`config.mk`:
```
export PLATFORM = sky130hd
export DESIGN_NAME = mem_stage_lsu_flat
export DESIGN_NICKNAME = d
export VERILOG_FILES = /design/src/rtl/mem_stage_lsu_if.sv /design/src/rtl/mem_stage_lsu.sv /design/src/flat_wrapper.sv
export SDC_FILE = /design/constraint.sdc
export NUM_CORES = 1
export LEC_CHECK = 0
export CAP_MARGIN = 15
export CORE_MARGIN = 1
export CORE_UTILIZATION = 30
export DETAILED_ROUTE_END_ITERATION = 10
export GPL_TIMING_DRIVEN = 0
export PLACE_DENSITY = 0.66
export SYNTH_ARGS = -nofsm -noshare
export SYNTH_HDL_FRONTEND = slang
export SYNTH_SLANG_ARGS = --single-unit
```
`constraint.sdc`:
```
create_clock -name clk -period 15.65 [get_ports clk]
set_input_delay 4.695 -clock clk [delete_from_list [all_inputs] [get_ports clk]]
set_output_delay 4.695 -clock clk [all_outputs]
set_load 0.01 [all_outputs]
```
`src/rtl/mem_stage_lsu_if.sv`:
```
// EX/MEM command, data-memory req/gnt/rvalid and MEM/WB bundle between the pipeline and mem_stage_lsu.
// slave = LSU side, master = pipeline/memory side.
interface mem_stage_lsu_if #(
    parameter int XLEN     = 32,
    parameter int REG_BITS = 5,
    parameter int STRB_W   = XLEN / 8
);
    logic                in_valid;
    logic [REG_BITS-1:0] in_rd;
    logic                in_write_en;
    logic                in_mem_read;
    logic                in_mem_write;
    logic [1:0]          in_ls_type;
    logic                in_unsigned;
    logic [1:0]          in_wsel;
    logic [XLEN-1:0]     in_alu_out;
    logic [XLEN-1:0]     in_store_data;
    logic [XLEN-1:0]     in_return_pc;
    logic                stall;

    logic                dmem_req;
    logic                dmem_we;
    logic [XLEN-1:0]     dmem_addr;
    logic [XLEN-1:0]     dmem_wdata;
    logic [STRB_W-1:0]   dmem_wstrb;
    logic                dmem_gnt;
    logic                dmem_rvalid;
    logic [XLEN-1:0]     dmem_rdata;

    logic                wb_valid;
    logic                wb_write_en;
    logic [REG_BITS-1:0] wb_rd;
    logic [XLEN-1:0]     wb_alu_out;
    logic [XLEN-1:0]     wb_load_data;
    logic [XLEN-1:0]     wb_return_pc;
    logic [1:0]          wb_wsel;
    logic                wb_misalign;

    modport slave (
        input  in_valid, in_rd, in_write_en, in_mem_read, in_mem_write, in_ls_type,
               in_unsigned, in_wsel, in_alu_out, in_store_data, in_return_pc,
               dmem_gnt, dmem_rvalid, dmem_rdata,
        output stall, dmem_req, dmem_we, dmem_addr, dmem_wdata, dmem_wstrb,
               wb_valid, wb_write_en, wb_rd, wb_alu_out, wb_load_data, wb_return_pc,
               wb_wsel, wb_misalign
    );

    modport master (
        output in_valid, in_rd, in_write_en, in_mem_read, in_mem_write, in_ls_type,
               in_unsigned, in_wsel, in_alu_out, in_store_data, in_return_pc,
               dmem_gnt, dmem_rvalid, dmem_rdata,
        input  stall, dmem_req, dmem_we, dmem_addr, dmem_wdata, dmem_wstrb,
               wb_valid, wb_write_en, wb_rd, wb_alu_out, wb_load_data, wb_return_pc,
               wb_wsel, wb_misalign
    );
endinterface

```
`src/rtl/mem_stage_lsu.sv`:
```
// Memory stage with variable-latency dmem handshake; store 2 / load 3 cycles minimum, stall held while busy.
// ALIGN_TRAP_EN: misaligned ops trap in one cycle instead of being forced to size alignment.
module mem_stage_lsu #(
    parameter int XLEN      = 32,
    parameter int REG_COUNT = 32,
    parameter int REG_BITS  = $clog2(REG_COUNT),
    parameter int STRB_W    = XLEN / 8
) (
    input  logic           clk,
    input  logic           rst,
    mem_stage_lsu_if.slave bus
);
    localparam int OFF_W = $clog2(STRB_W);

    typedef enum logic [1:0] {S_IDLE, S_REQ, S_WAIT} state_t;

    typedef struct packed {
        logic                valid;
        logic                write_en;
        logic [REG_BITS-1:0] rd;
        logic [XLEN-1:0]     alu_out;
        logic [XLEN-1:0]     load_data;
        logic [XLEN-1:0]     return_pc;
        logic [1:0]          wsel;
    } wb_t;

    state_t            r_state;
    logic              r_req;
    logic              r_we;
    logic [XLEN-1:0]   r_addr;
    logic [XLEN-1:0]   r_wdata;
    logic [STRB_W-1:0] r_wstrb;
    logic [OFF_W-1:0]  r_lo;
    logic [1:0]        r_size_log2;
    logic              r_unsigned;
    wb_t               r_wb;

    logic              w_mem_op;
    logic [1:0]        w_size_log2;
    logic [OFF_W-1:0]  w_align_mask;
    logic [OFF_W-1:0]  w_addr_lo_raw;
    logic [OFF_W-1:0]  w_lo;
    logic              w_trap;
    logic              w_start;
    logic [STRB_W-1:0] w_strb_base;
    logic [STRB_W-1:0] w_strb;
    logic [XLEN-1:0]   w_wdata;
    logic [XLEN-1:0]   w_addr_aligned;
    logic [XLEN-1:0]   w_rshift;
    logic [XLEN-1:0]   w_ext_mask;
    logic              w_sign;
    logic [XLEN-1:0]   w_load_ext;
    logic              w_stall;
    wb_t               w_wb_next;

    assign w_mem_op      = bus.in_mem_read | bus.in_mem_write;
    assign w_addr_lo_raw = bus.in_alu_out[OFF_W-1:0];

    always_comb begin
        w_size_log2 = 2'd2;
        w_strb_base = STRB_W'(8'h0F);
        case (bus.in_ls_type)
            2'b00: begin w_size_log2 = 2'd0; w_strb_base = STRB_W'(8'h01); end
            2'b01: begin w_size_log2 = 2'd1; w_strb_base = STRB_W'(8'h03); end
            2'b10: begin w_size_log2 = 2'd2; w_strb_base = STRB_W'(8'h0F); end
            default: begin
                // Double only exists on the 64-bit datapath; otherwise behave as word.
                if (XLEN == 64) begin
                    w_size_log2 = 2'd3;
                    w_strb_base = STRB_W'(8'hFF);
                end
            end
        endcase
    end

    assign w_align_mask = OFF_W'((4'd1 << w_size_log2) - 4'd1);

`ifdef ALIGN_TRAP_EN
    assign w_trap = (r_state == S_IDLE) & w_mem_op & (|(w_addr_lo_raw & w_align_mask));
    assign w_lo   = w_addr_lo_raw;
`else
    assign w_trap = 1'b0;
    assign w_lo   = w_addr_lo_raw & ~w_align_mask;
`endif

    assign w_start        = bus.in_valid & w_mem_op & ~w_trap;
    assign w_strb         = w_strb_base << w_lo;
    assign w_wdata        = bus.in_store_data << {w_lo, 3'b000};
    assign w_addr_aligned = {bus.in_alu_out[XLEN-1:OFF_W], {OFF_W{1'b0}}};

    // Load lane: shift the addressed bytes down, then mask and extend to the access size.
    assign w_rshift = bus.dmem_rdata >> {r_lo, 3'b000};

    always_comb begin
        w_ext_mask = '1;
        w_sign     = w_rshift[XLEN-1];
        case (r_size_log2)
            2'd0: begin w_ext_mask = XLEN'(8'hFF);         w_sign = w_rshift[7];  end
            2'd1: begin w_ext_mask = XLEN'(16'hFFFF);      w_sign = w_rshift[15]; end
            2'd2: begin w_ext_mask = XLEN'(32'hFFFF_FFFF); w_sign = w_rshift[31]; end
            default: ;
        endcase
        w_load_ext = w_rshift & w_ext_mask;
        if (!r_unsigned && w_sign) begin
            w_load_ext = w_load_ext | ~w_ext_mask;
        end
    end

    always_comb begin
        w_stall = 1'b0;
        case (r_state)
            S_IDLE:  w_stall = w_start;
            S_REQ:   w_stall = ~(bus.dmem_gnt & r_we);
            S_WAIT:  w_stall = ~bus.dmem_rvalid;
            default: w_stall = 1'b0;
        endcase
    end

    // Pass-through fields always come from EX/MEM, which upstream holds until completion.
    always_comb begin
        w_wb_next           = '0;
        w_wb_next.valid     = 1'b1;
        w_wb_next.write_en  = bus.in_write_en & ~w_trap;
        w_wb_next.rd        = bus.in_rd;
        w_wb_next.alu_out   = bus.in_alu_out;
        w_wb_next.return_pc = bus.in_return_pc;
        w_wb_next.wsel      = bus.in_wsel;
        w_wb_next.load_data = (r_state == S_WAIT) ? w_load_ext : '0;
    end

    always_ff @(posedge clk or posedge rst) begin
        if (rst) begin
            r_state     <= S_IDLE;
            r_req       <= 1'b0;
            r_we        <= 1'b0;
            r_addr      <= '0;
            r_wdata     <= '0;
            r_wstrb     <= '0;
            r_lo        <= '0;
            r_size_log2 <= '0;
            r_unsigned  <= 1'b0;
            r_wb        <= '0;
        end else begin
            case (r_state)
                S_IDLE: begin
                    if (w_start) begin
                        r_state     <= S_REQ;
                        r_req       <= 1'b1;
                        r_we        <= bus.in_mem_write;
                        r_addr      <= w_addr_aligned;
                        r_wdata     <= w_wdata;
                        r_wstrb     <= w_strb;
                        r_lo        <= w_lo;
                        r_size_log2 <= w_size_log2;
                        r_unsigned  <= bus.in_unsigned;
                        r_wb.valid  <= 1'b0;
                    end else if (bus.in_valid) begin
                        r_wb <= w_wb_next;
                    end else begin
                        r_wb.valid <= 1'b0;
                    end
                end
                S_REQ: begin
                    if (bus.dmem_gnt) begin
                        r_req <= 1'b0;
                        if (r_we) begin
                            r_wb    <= w_wb_next;
                            r_state <= S_IDLE;
                        end else begin
                            r_state <= S_WAIT;
                        end
                    end
                end
                S_WAIT: begin
                    if (bus.dmem_rvalid) begin
                        r_wb    <= w_wb_next;
                        r_state <= S_IDLE;
                    end
                end
                default: r_state <= S_IDLE;
            endcase
        end
    end

`ifdef ALIGN_TRAP_EN
    logic r_misalign;

    always_ff @(posedge clk or posedge rst) begin
        if (rst) begin
            r_misalign <= 1'b0;
        end else if (r_state == S_IDLE && bus.in_valid) begin
            r_misalign <= w_trap;
        end else if (r_state != S_IDLE) begin
            r_misalign <= 1'b0;
        end
    end

    assign bus.wb_misalign = r_misalign;
`else
    assign bus.wb_misalign = 1'b0;
`endif

    assign bus.stall        = w_stall;
    assign bus.dmem_req     = r_req;
    assign bus.dmem_we      = r_we;
    assign bus.dmem_addr    = r_addr;
    assign bus.dmem_wdata   = r_wdata;
    assign bus.dmem_wstrb   = r_wstrb;
    assign bus.wb_valid     = r_wb.valid;
    assign bus.wb_write_en  = r_wb.write_en;
    assign bus.wb_rd        = r_wb.rd;
    assign bus.wb_alu_out   = r_wb.alu_out;
    assign bus.wb_load_data = r_wb.load_data;
    assign bus.wb_return_pc = r_wb.return_pc;
    assign bus.wb_wsel      = r_wb.wsel;
endmodule

```
`src/flat_wrapper.sv`:
```
// flat-port wrapper written by rule: the top's interface ports become plain ports
module mem_stage_lsu_flat 
#(
    parameter int XLEN      = 32,
    parameter int REG_COUNT = 32,
    parameter int REG_BITS  = $clog2(REG_COUNT),
    parameter int STRB_W    = XLEN / 8
)
  (clk, rst, bus_in_valid, bus_in_rd, bus_in_write_en, bus_in_mem_read, bus_in_mem_write, bus_in_ls_type, bus_in_unsigned, bus_in_wsel, bus_in_alu_out, bus_in_store_data, bus_in_return_pc, bus_dmem_gnt, bus_dmem_rvalid, bus_dmem_rdata, bus_stall, bus_dmem_req, bus_dmem_we, bus_dmem_addr, bus_dmem_wdata, bus_dmem_wstrb, bus_wb_valid, bus_wb_write_en, bus_wb_rd, bus_wb_alu_out, bus_wb_load_data, bus_wb_return_pc, bus_wb_wsel, bus_wb_misalign);
  mem_stage_lsu_if #(.XLEN(XLEN), .REG_BITS(REG_BITS), .STRB_W(STRB_W)) bus_i ();
  input  logic clk;
  input  logic rst;
  input wire logic [$bits(bus_i.in_valid)-1:0] bus_in_valid;
  input wire logic [$bits(bus_i.in_rd)-1:0] bus_in_rd;
  input wire logic [$bits(bus_i.in_write_en)-1:0] bus_in_write_en;
  input wire logic [$bits(bus_i.in_mem_read)-1:0] bus_in_mem_read;
  input wire logic [$bits(bus_i.in_mem_write)-1:0] bus_in_mem_write;
  input wire logic [$bits(bus_i.in_ls_type)-1:0] bus_in_ls_type;
  input wire logic [$bits(bus_i.in_unsigned)-1:0] bus_in_unsigned;
  input wire logic [$bits(bus_i.in_wsel)-1:0] bus_in_wsel;
  input wire logic [$bits(bus_i.in_alu_out)-1:0] bus_in_alu_out;
  input wire logic [$bits(bus_i.in_store_data)-1:0] bus_in_store_data;
  input wire logic [$bits(bus_i.in_return_pc)-1:0] bus_in_return_pc;
  input wire logic [$bits(bus_i.dmem_gnt)-1:0] bus_dmem_gnt;
  input wire logic [$bits(bus_i.dmem_rvalid)-1:0] bus_dmem_rvalid;
  input wire logic [$bits(bus_i.dmem_rdata)-1:0] bus_dmem_rdata;
  output wire logic [$bits(bus_i.stall)-1:0] bus_stall;
  output wire logic [$bits(bus_i.dmem_req)-1:0] bus_dmem_req;
  output wire logic [$bits(bus_i.dmem_we)-1:0] bus_dmem_we;
  output wire logic [$bits(bus_i.dmem_addr)-1:0] bus_dmem_addr;
  output wire logic [$bits(bus_i.dmem_wdata)-1:0] bus_dmem_wdata;
  output wire logic [$bits(bus_i.dmem_wstrb)-1:0] bus_dmem_wstrb;
  output wire logic [$bits(bus_i.wb_valid)-1:0] bus_wb_valid;
  output wire logic [$bits(bus_i.wb_write_en)-1:0] bus_wb_write_en;
  output wire logic [$bits(bus_i.wb_rd)-1:0] bus_wb_rd;
  output wire logic [$bits(bus_i.wb_alu_out)-1:0] bus_wb_alu_out;
  output wire logic [$bits(bus_i.wb_load_data)-1:0] bus_wb_load_data;
  output wire logic [$bits(bus_i.wb_return_pc)-1:0] bus_wb_return_pc;
  output wire logic [$bits(bus_i.wb_wsel)-1:0] bus_wb_wsel;
  output wire logic [$bits(bus_i.wb_misalign)-1:0] bus_wb_misalign;
  assign bus_i.in_valid = bus_in_valid;
  assign bus_i.in_rd = bus_in_rd;
  assign bus_i.in_write_en = bus_in_write_en;
  assign bus_i.in_mem_read = bus_in_mem_read;
  assign bus_i.in_mem_write = bus_in_mem_write;
  assign bus_i.in_ls_type = bus_in_ls_type;
  assign bus_i.in_unsigned = bus_in_unsigned;
  assign bus_i.in_wsel = bus_in_wsel;
  assign bus_i.in_alu_out = bus_in_alu_out;
  assign bus_i.in_store_data = bus_in_store_data;
  assign bus_i.in_return_pc = bus_in_return_pc;
  assign bus_i.dmem_gnt = bus_dmem_gnt;
  assign bus_i.dmem_rvalid = bus_dmem_rvalid;
  assign bus_i.dmem_rdata = bus_dmem_rdata;
  assign bus_stall = bus_i.stall;
  assign bus_dmem_req = bus_i.dmem_req;
  assign bus_dmem_we = bus_i.dmem_we;
  assign bus_dmem_addr = bus_i.dmem_addr;
  assign bus_dmem_wdata = bus_i.dmem_wdata;
  assign bus_dmem_wstrb = bus_i.dmem_wstrb;
  assign bus_wb_valid = bus_i.wb_valid;
  assign bus_wb_write_en = bus_i.wb_write_en;
  assign bus_wb_rd = bus_i.wb_rd;
  assign bus_wb_alu_out = bus_i.wb_alu_out;
  assign bus_wb_load_data = bus_i.wb_load_data;
  assign bus_wb_return_pc = bus_i.wb_return_pc;
  assign bus_wb_wsel = bus_i.wb_wsel;
  assign bus_wb_misalign = bus_i.wb_misalign;
  mem_stage_lsu #(.XLEN(XLEN), .REG_COUNT(REG_COUNT), .REG_BITS(REG_BITS), .STRB_W(STRB_W)) u_core (.clk(clk), .rst(rst), .bus(bus_i));
endmodule
```
Word-level counts from Yosys, hierarchy flattened. Index checks and enable logic that the tools add are counted.

Register bits after elaboration: 180. Bits of input ports: 146. Output and inout bits: 177. Logic and storage cells: 76.

$add $sub $neg: 1. Equality and inequality tests: 10. Shifts and indexed selects: 4. Mux-type cells: 23. Bitwise logic cells: 10. Reduce and logical (&&, ||, !) cells: 12.

Operator list (number): two-way mux 105 bit (3); case mux 105 bit (3 select lines) (1); two-way mux 104 bit (2); two-way mux 32 bit (2); case mux 32 bit (2 select lines) (1); AND 32 bit (1); inverter 32 bit (1); bitwise OR 32 bit (1); left shift 32 x 5 -> 32 bit (1); right shift 32 x 5 -> 32 bit (1); two-way mux 2 bit (4); != test 2 bit (second input constant) (4); case mux 4 bit (2 select lines) (1); equality test 2 x 1 -> 1 bit (second input constant) (3); logical NOT 2 bit (3); case mux 2 bit (3 select lines) (1); AND reduction 3 bit (2); AND reduction 6 bit (1); two-way mux 1 bit (4); != test 2 x 1 -> 1 bit (second input constant) (2); case mux 1 bit (2 select lines) (2); case mux 2 bit (2 select lines) (1); AND reduction 4 bit (1); left shift 4 x 2 -> 4 bit (1); other kinds (14) (16).

Longest topological paths before layout. Gate-level depths: netlist of run 1.

Word-level depth: 9. Depth in mapped cells: 8. Gate-level depth less buffers: 6.

Worst setup path after synthesis of run 1. No wires, ideal clock.

Path kind: input port to output port. From: input port bus_in_mem_write. To: output port bus_stall. Data arrival time: 5.950 ns. Data required time: 10.955 ns. Slack: 5.005 ns. Cell stages on the path: 5. Path buffers: 2. Path through: o21ai_0 -> or2_2 -> clkbuf_1 -> clkbuf_1 -> a21oi_1.

Word-level cells in the longest chain between the ends: 3.

Ends and longest elaborated chain: start, declared (RTL line flat_wrapper.sv:17) `input wire logic [$bits(bus_i.in_mem_write)-1:0] bus_in_mem_write;`; bitwise OR 1 bit (RTL line mem_stage_lsu.sv:56) `assign w_mem_op = bus.in_mem_read | bus.in_mem_write;`; AND 1 bit (RTL line mem_stage_lsu.sv:86) `assign w_start = bus.in_valid & w_mem_op & ~w_trap;`; case mux 1 bit (3 select lines) (RTL line mem_stage_lsu.sv:111) `case (r_state)`; end, declared (RTL line flat_wrapper.sv:27) `output wire logic [$bits(bus_i.stall)-1:0] bus_stall;`.

No other way between the ends.

Worst setup path in the final report of run 1. Ends and elaborated chain as after synthesis.

==> results of run 1 <==
[metrics by stage]
step | cell area (um^2) | std cells
floorplan | 7820 | 692
global placement | 11400 | 1341
detailed placement | 11500 | 1342
CTS | 12100 | 1374
global route | 12100 | 1374
finish | 12100 | 1374
[logic make-up (layout without fill, tap and decap cells)]
kind of cell	count (synthesis)	in the layout	synth area share, %
other cells	1	3	0.0480
mux	107	107	15.0
fa+ha+maj	4	4	0.641
compound gates	131	131	12.3
flops	180	180	57.7
simple gates	212	212	11.3
buf+inv	55	407	3.01
[power groups by stage]
stage          Sequential, mW  Combinational [mW]  Clock [mW]
6_report                0.784                1.10       0.441
5_1_grt                 0.811                1.19       0.473
4_1_cts                 0.785                1.12       0.453
3_5_place_dp            0.792                1.12           0
3_3_place_gp            0.786                1.11           0
2_1_floorplan           0.877               0.434           0
[Yosys cell counts (2+ instances only)]
| cell type | number |
|---|---|
| sky130_fd_sc_hd__buf_4 | 3 |
| sky130_fd_sc_hd__a21o_1 | 2 |
| sky130_fd_sc_hd__a31oi_1 | 10 |
| sky130_fd_sc_hd__nor3_1 | 2 |
| sky130_fd_sc_hd__nor2b_1 | 12 |
| sky130_fd_sc_hd__mux2i_1 | 26 |
| sky130_fd_sc_hd__nor2_1 | 24 |
| sky130_fd_sc_hd__mux2_2 | 81 |
| sky130_fd_sc_hd__o22a_1 | 2 |
| sky130_fd_sc_hd__ha_1 | 4 |
| sky130_fd_sc_hd__or2_2 | 2 |
| sky130_fd_sc_hd__inv_1 | 9 |
| sky130_fd_sc_hd__buf_1 | 5 |
| sky130_fd_sc_hd__nand3b_1 | 2 |
| sky130_fd_sc_hd__nand2_1 | 159 |
| sky130_fd_sc_hd__buf_2 | 8 |
| sky130_fd_sc_hd__a221oi_1 | 9 |
| sky130_fd_sc_hd__a22o_1 | 24 |
| sky130_fd_sc_hd__clkbuf_1 | 29 |
| sky130_fd_sc_hd__a21oi_1 | 18 |
| sky130_fd_sc_hd__o21ai_0 | 27 |
| sky130_fd_sc_hd__dfrtp_1 | 180 |
| sky130_fd_sc_hd__o211ai_1 | 9 |
| sky130_fd_sc_hd__a221o_1 | 7 |
| sky130_fd_sc_hd__a211o_1 | 7 |
| sky130_fd_sc_hd__a32o_1 | 8 |
| sky130_fd_sc_hd__nand2b_1 | 4 |
[per-layer routing]
layer  global-route usage, %  vias up
met2                    31.2      231
met5                       0        -
met1                    24.2     3234
met4                    4.25        0
met3                    5.87       20
li1                        -     3102
[worst max-delay path, delay by kind of cell]
| family | cells | cell delay [ns] |
|---|---|---|
| buffers and inverters | 4 | 1.86 |
| AND/OR/NAND/NOR | 1 | 0.24 |
| AO/OA/AOI/OAI | 2 | 0.63 |
[sequential cells by signal (all words and copies together), names as in the netlist]
signal	flops
u_core.r_unsigned	1
u_core.r_size_log2	2
u_core.bus.dmem_addr	30
u_core.bus.dmem_wstrb	4
u_core.r_state	2
u_core.r_lo	2
u_core.bus.wb_valid	1
u_core.bus.dmem_we	1
u_core.bus.wb_load_data	32
u_core.bus.wb_alu_out	32
u_core.bus.wb_return_pc	32
u_core.bus.dmem_req	1
u_core.bus.wb_rd	5
u_core.bus.wb_write_en	1
u_core.bus.wb_wsel	2
u_core.bus.dmem_wdata	32
[final cells by class]
type / instances / area, um^2 / share of cell area, %
Sequential cell: 180 / 4500 / 37.4
Inverter: 9 / 41.3 / 0.342
Timing Repair Buffer: 320 / 3220 / 26.7
Multi-Input combinational cell: 457 / 3080 / 25.5
Clock buffer: 18 / 439 / 3.64
Buffer: 46 / 201 / 1.67
Tap cell: 330 / 413 / 3.42
Clock inverter: 14 / 164 / 1.36
[worst max-delay path by stage]
stage | start | to | depth (start not counted)
after floorplan | bus_in_mem_write | bus_stall | 5
after global placement | rst | u_core.bus.wb_alu_out[6] | 2
after detailed placement | bus_in_mem_write | bus_stall | 7
after CTS | bus_in_mem_write | bus_stall | 7
after global routing | bus_in_mem_write | bus_stall | 7
final | bus_in_mem_write | bus_stall | 7
==> results_tabular.tex, run 1 <==
\begin{tabular}{lr}
\hline
Metric & Value \\
\hline
\multicolumn{2}{l}{\textbf{GRT}} \\
Global Route Usage Sum & 19.0\% \\
Antenna violations before repair & 0 \\
Remaining Overflow, GRT & 0 \\
Global-route wire length before repair & 38600 um \\
Number of global-route vias before repair & 6715 \\
Largest net degree at the start of global routing & 101 \\
\multicolumn{2}{l}{\textbf{Yosys}} \\
Post-Syn Area per Cell & 11.3 um\^{}2 \\
Most instantiated flip-flop cell in the synthesis netlist & sky130\_fd\_sc\_hd\_\_dfrtp\_1 \\
Synthesized cell area & 7810 um\^{}2 \\
Top post-synthesis cells by area & sky130\_fd\_sc\_hd\_\_dfrtp\_1 58\%, sky130\_fd\_sc\_hd\_\_mux2\_2 12\%, sky130\_fd\_sc\_hd\_\_nand2\_1 7.6\% \\
Count of different cell masters after synthesis & 44 \\
Number of flops mapped to enable cells by yosys & 0 \\
Share of flip-flops with an asynchronous set or reset after synthesis & 100\% \\
Area share of the largest cell type after synthesis & 57.7\% \\
Register area share after synthesis & 57.7\% \\
Post-Syn Instances & 690 \\
Number of flip-flops and latches in the synthesized netlist & 180 \\
Number of warnings issued by yosys & 0 \\
Synth area leader & sky130\_fd\_sc\_hd\_\_dfrtp\_1 \\
\multicolumn{2}{l}{\textbf{Die}} \\
Count of pins on the block boundary & 323 \\
Die Wd & 163 um \\
Chip Height & 163 um \\
Die footprint & 26700 um\^{}2 \\
Initial standard-cell utilization of the core & 30.8\% \\
Num rows & 58 \\
Core area & 25300 um\^{}2 \\
\multicolumn{2}{l}{\textbf{Power}} \\
LEAKAGE & 5.16 nW \\
Internal Power & 1.52 mW \\
Part of the total power dissipated in the clock network & 18.9\% \\
Switching share of power & 34.6\% \\
Power density over the cells & 193 nW/um\^{}2 \\
Share of power burned in registers & 33.7\% \\
Sum of internal, switching and leakage power & 2.33 mW \\
Switching Power & 806 uW \\
Relative contribution of combinational cells to total power & 47.4\% \\
Max VDD drop & 0.0907 mV \\
\multicolumn{2}{l}{\textbf{Worst setup path}} \\
Required time at the endpoint of the critical path & 10.96 ns \\
Crit end category & primary output \\
Ordered cell list for the critical path & clkdlybuf4s50\_1, o21ai\_0, or2\_2, clkbuf\_1, clkbuf\_1, a21oi\_1, clkdlybuf4s50\_1 \\
Startpoint kind of the worst setup timing path & primary input \\
Critical path peak fanout & 10 \\
Startpoint-to-endpoint class of the critical path & in2out \\
Destination of the worst register-to-register timing path & u\_core.bus.wb\_load\_data[30] \\
FF-to-FF path depth & 7 \\
Critical path's slowest cell & sky130\_fd\_sc\_hd\_\_clkdlybuf4s50\_1 \\
Startpoint of the worst register-to-register path & u\_core.r\_state[1] \\
Worst-case register-to-register setup slack & 13.07 ns \\
Longest individual stage delay on the worst path & 0.53 ns \\
Arrival time of the worst setup path & 7.43 ns \\
\multicolumn{2}{l}{\textbf{Finish}} \\
Highest-count cells in the layout ignoring fill and taps & 319 x sky130\_fd\_sc\_hd\_\_clkdlybuf4s50\_1, 180 x sky130\_fd\_sc\_hd\_\_dfrtp\_1, 159 x sky130\_fd\_sc\_hd\_\_nand2\_1, 81 x sky130\_fd\_sc\_hd\_\_mux2\_2, 29 x sky130\_fd\_sc\_hd\_\_clkbuf\_1 \\
Most common cell after layout, fill and taps aside & sky130\_fd\_sc\_hd\_\_clkdlybuf4s50\_1 \\
Area added between synthesis and finish & 54.5\% \\
Post-layout utilization of the core & 47.6\% \\
Fraction of layout cells with a size suffix above 1 & 12.6\% \\
Fill cells & 2344 \\
Layout net count & 1181 \\
N\_diodes & 0 \\
\multicolumn{2}{l}{\textbf{Clock tree}} \\
Insertion delay to the later sink of the worst-skew pair & 0.43 ns \\
TritonCTS clock tree & done \\
Clock-pin transition on the worst setup and hold timing paths & 0.07 ns \\
Number of buffers added for setup after CTS & 0 \\
Inserted Clock Buffers & 17 \\
Largest buffer count on any clock path & 2 \\
Clock tree root driver cell & sky130\_fd\_sc\_hd\_\_clkbuf\_16 \\
Total of hold buffers inserted after clock tree synthesis & 0 \\
Post-cts repair resize count & 0 \\
CTS Sinks & 180 \\
H-tree depth & 4 \\
\multicolumn{2}{l}{\textbf{Placement}} \\
HPWL after detailed placement & 18800 um \\
Quantity of I/O buffers inserted on ports & 319 \\
Gpl congestion & 0.861 \\
Minimum setup slack after placement & 3.37 ns \\
\multicolumn{2}{l}{\textbf{Timing}} \\
Transition time at the pin with the least slew margin & 0.701 ns \\
Pins Over Slew Limit & 0 \\
Timing-limited maximum frequency & 82.5 MHz \\
Setup violations, final & 0 \\
RSZ-0062 raised after global routing & false \\
Final cycle utilization of the critical path & 77.5\% \\
Final critical-path required period & 12.12 ns \\
Post-route worst setup slack & 3.53 ns \\
Final count of hold timing violations & 0 \\
Fin Clk Skew & 0.0113 ns \\
Smallest hold slack & 0.475 ns \\
Slew margin rel. & 53.3\% \\
Setup TNS & 0 ns \\
\multicolumn{2}{l}{\textbf{Drt}} \\
DRC violations left & 0 \\
Total Routed Length & 25100 um \\
Average vias per placed instance & 4.79 \\
Routed wire length on met2 & 12200 um \\
Average wire per standard cell & 18.3 um \\
Met3 WL post-DR & 1750 um \\
Initial drt markers & 342 \\
Total via count after detailed routing & 6587 \\
Initial DRT Pass Iterations & 7 \\
Antenna-violating nets left & 0 \\
Highest metal layer with signal wires & met4 \\
Detailed-routing wirelength on met1 & 10900 um \\
\multicolumn{2}{l}{\textbf{Worst hold path}} \\
Hold EP & u\_core.bus.dmem\_addr[7] \\
Class of the most critical hold timing path & reg2reg \\
Worst hold path startpoint & u\_core.bus.dmem\_addr[7] \\
Number of stages on the worst hold path & 2 \\
\multicolumn{2}{l}{\textbf{Flow run}} \\
Maxcap violations & 0 \\
\multicolumn{2}{l}{\textbf{Outcome}} \\
Status & finished clean \\
\hline
\end{tabular}
No activity file was read; power rests on OpenSTA's default activity.
==> run 2: changes to the inputs <==
==> constraint.sdc (replaced) <==
create_clock -name clk -period 11.5 [get_ports clk]
set_input_delay 3.45 -clock clk [delete_from_list [all_inputs] [get_ports clk]]
set_output_delay 3.45 -clock clk [all_outputs]
set_load 0.01 [all_outputs]
==> results of run 2 <==
The final DEF is identical to that of run 1. Status: finished clean.
Main changes from that run: setup slack after placement 3.37 ns -> 1.71 ns; setup slack after layout 3.53 ns -> 1.87 ns; register-to-register setup slack 13.07 ns -> 8.92 ns; total power 2.33 mW -> 3.17 mW; worst IR drop on VDD 0.0907 mV -> 0.123 mV
==> run 3: changes to the inputs <==
==> constraint.sdc (replaced) <==
create_clock -name clk -period 9.1 [get_ports clk]
set_input_delay 2.73 -clock clk [delete_from_list [all_inputs] [get_ports clk]]
set_output_delay 2.73 -clock clk [all_outputs]
set_load 0.01 [all_outputs]
==> results of run 3 <==
The final DEF is identical to that of run 1. Status: finished clean.
Main changes from that run: setup slack after placement 3.37 ns -> 0.753 ns; setup slack after layout 3.53 ns -> 0.906 ns; register-to-register setup slack 13.07 ns -> 6.52 ns; total power 2.33 mW -> 4.00 mW; worst IR drop on VDD 0.0907 mV -> 0.156 mV
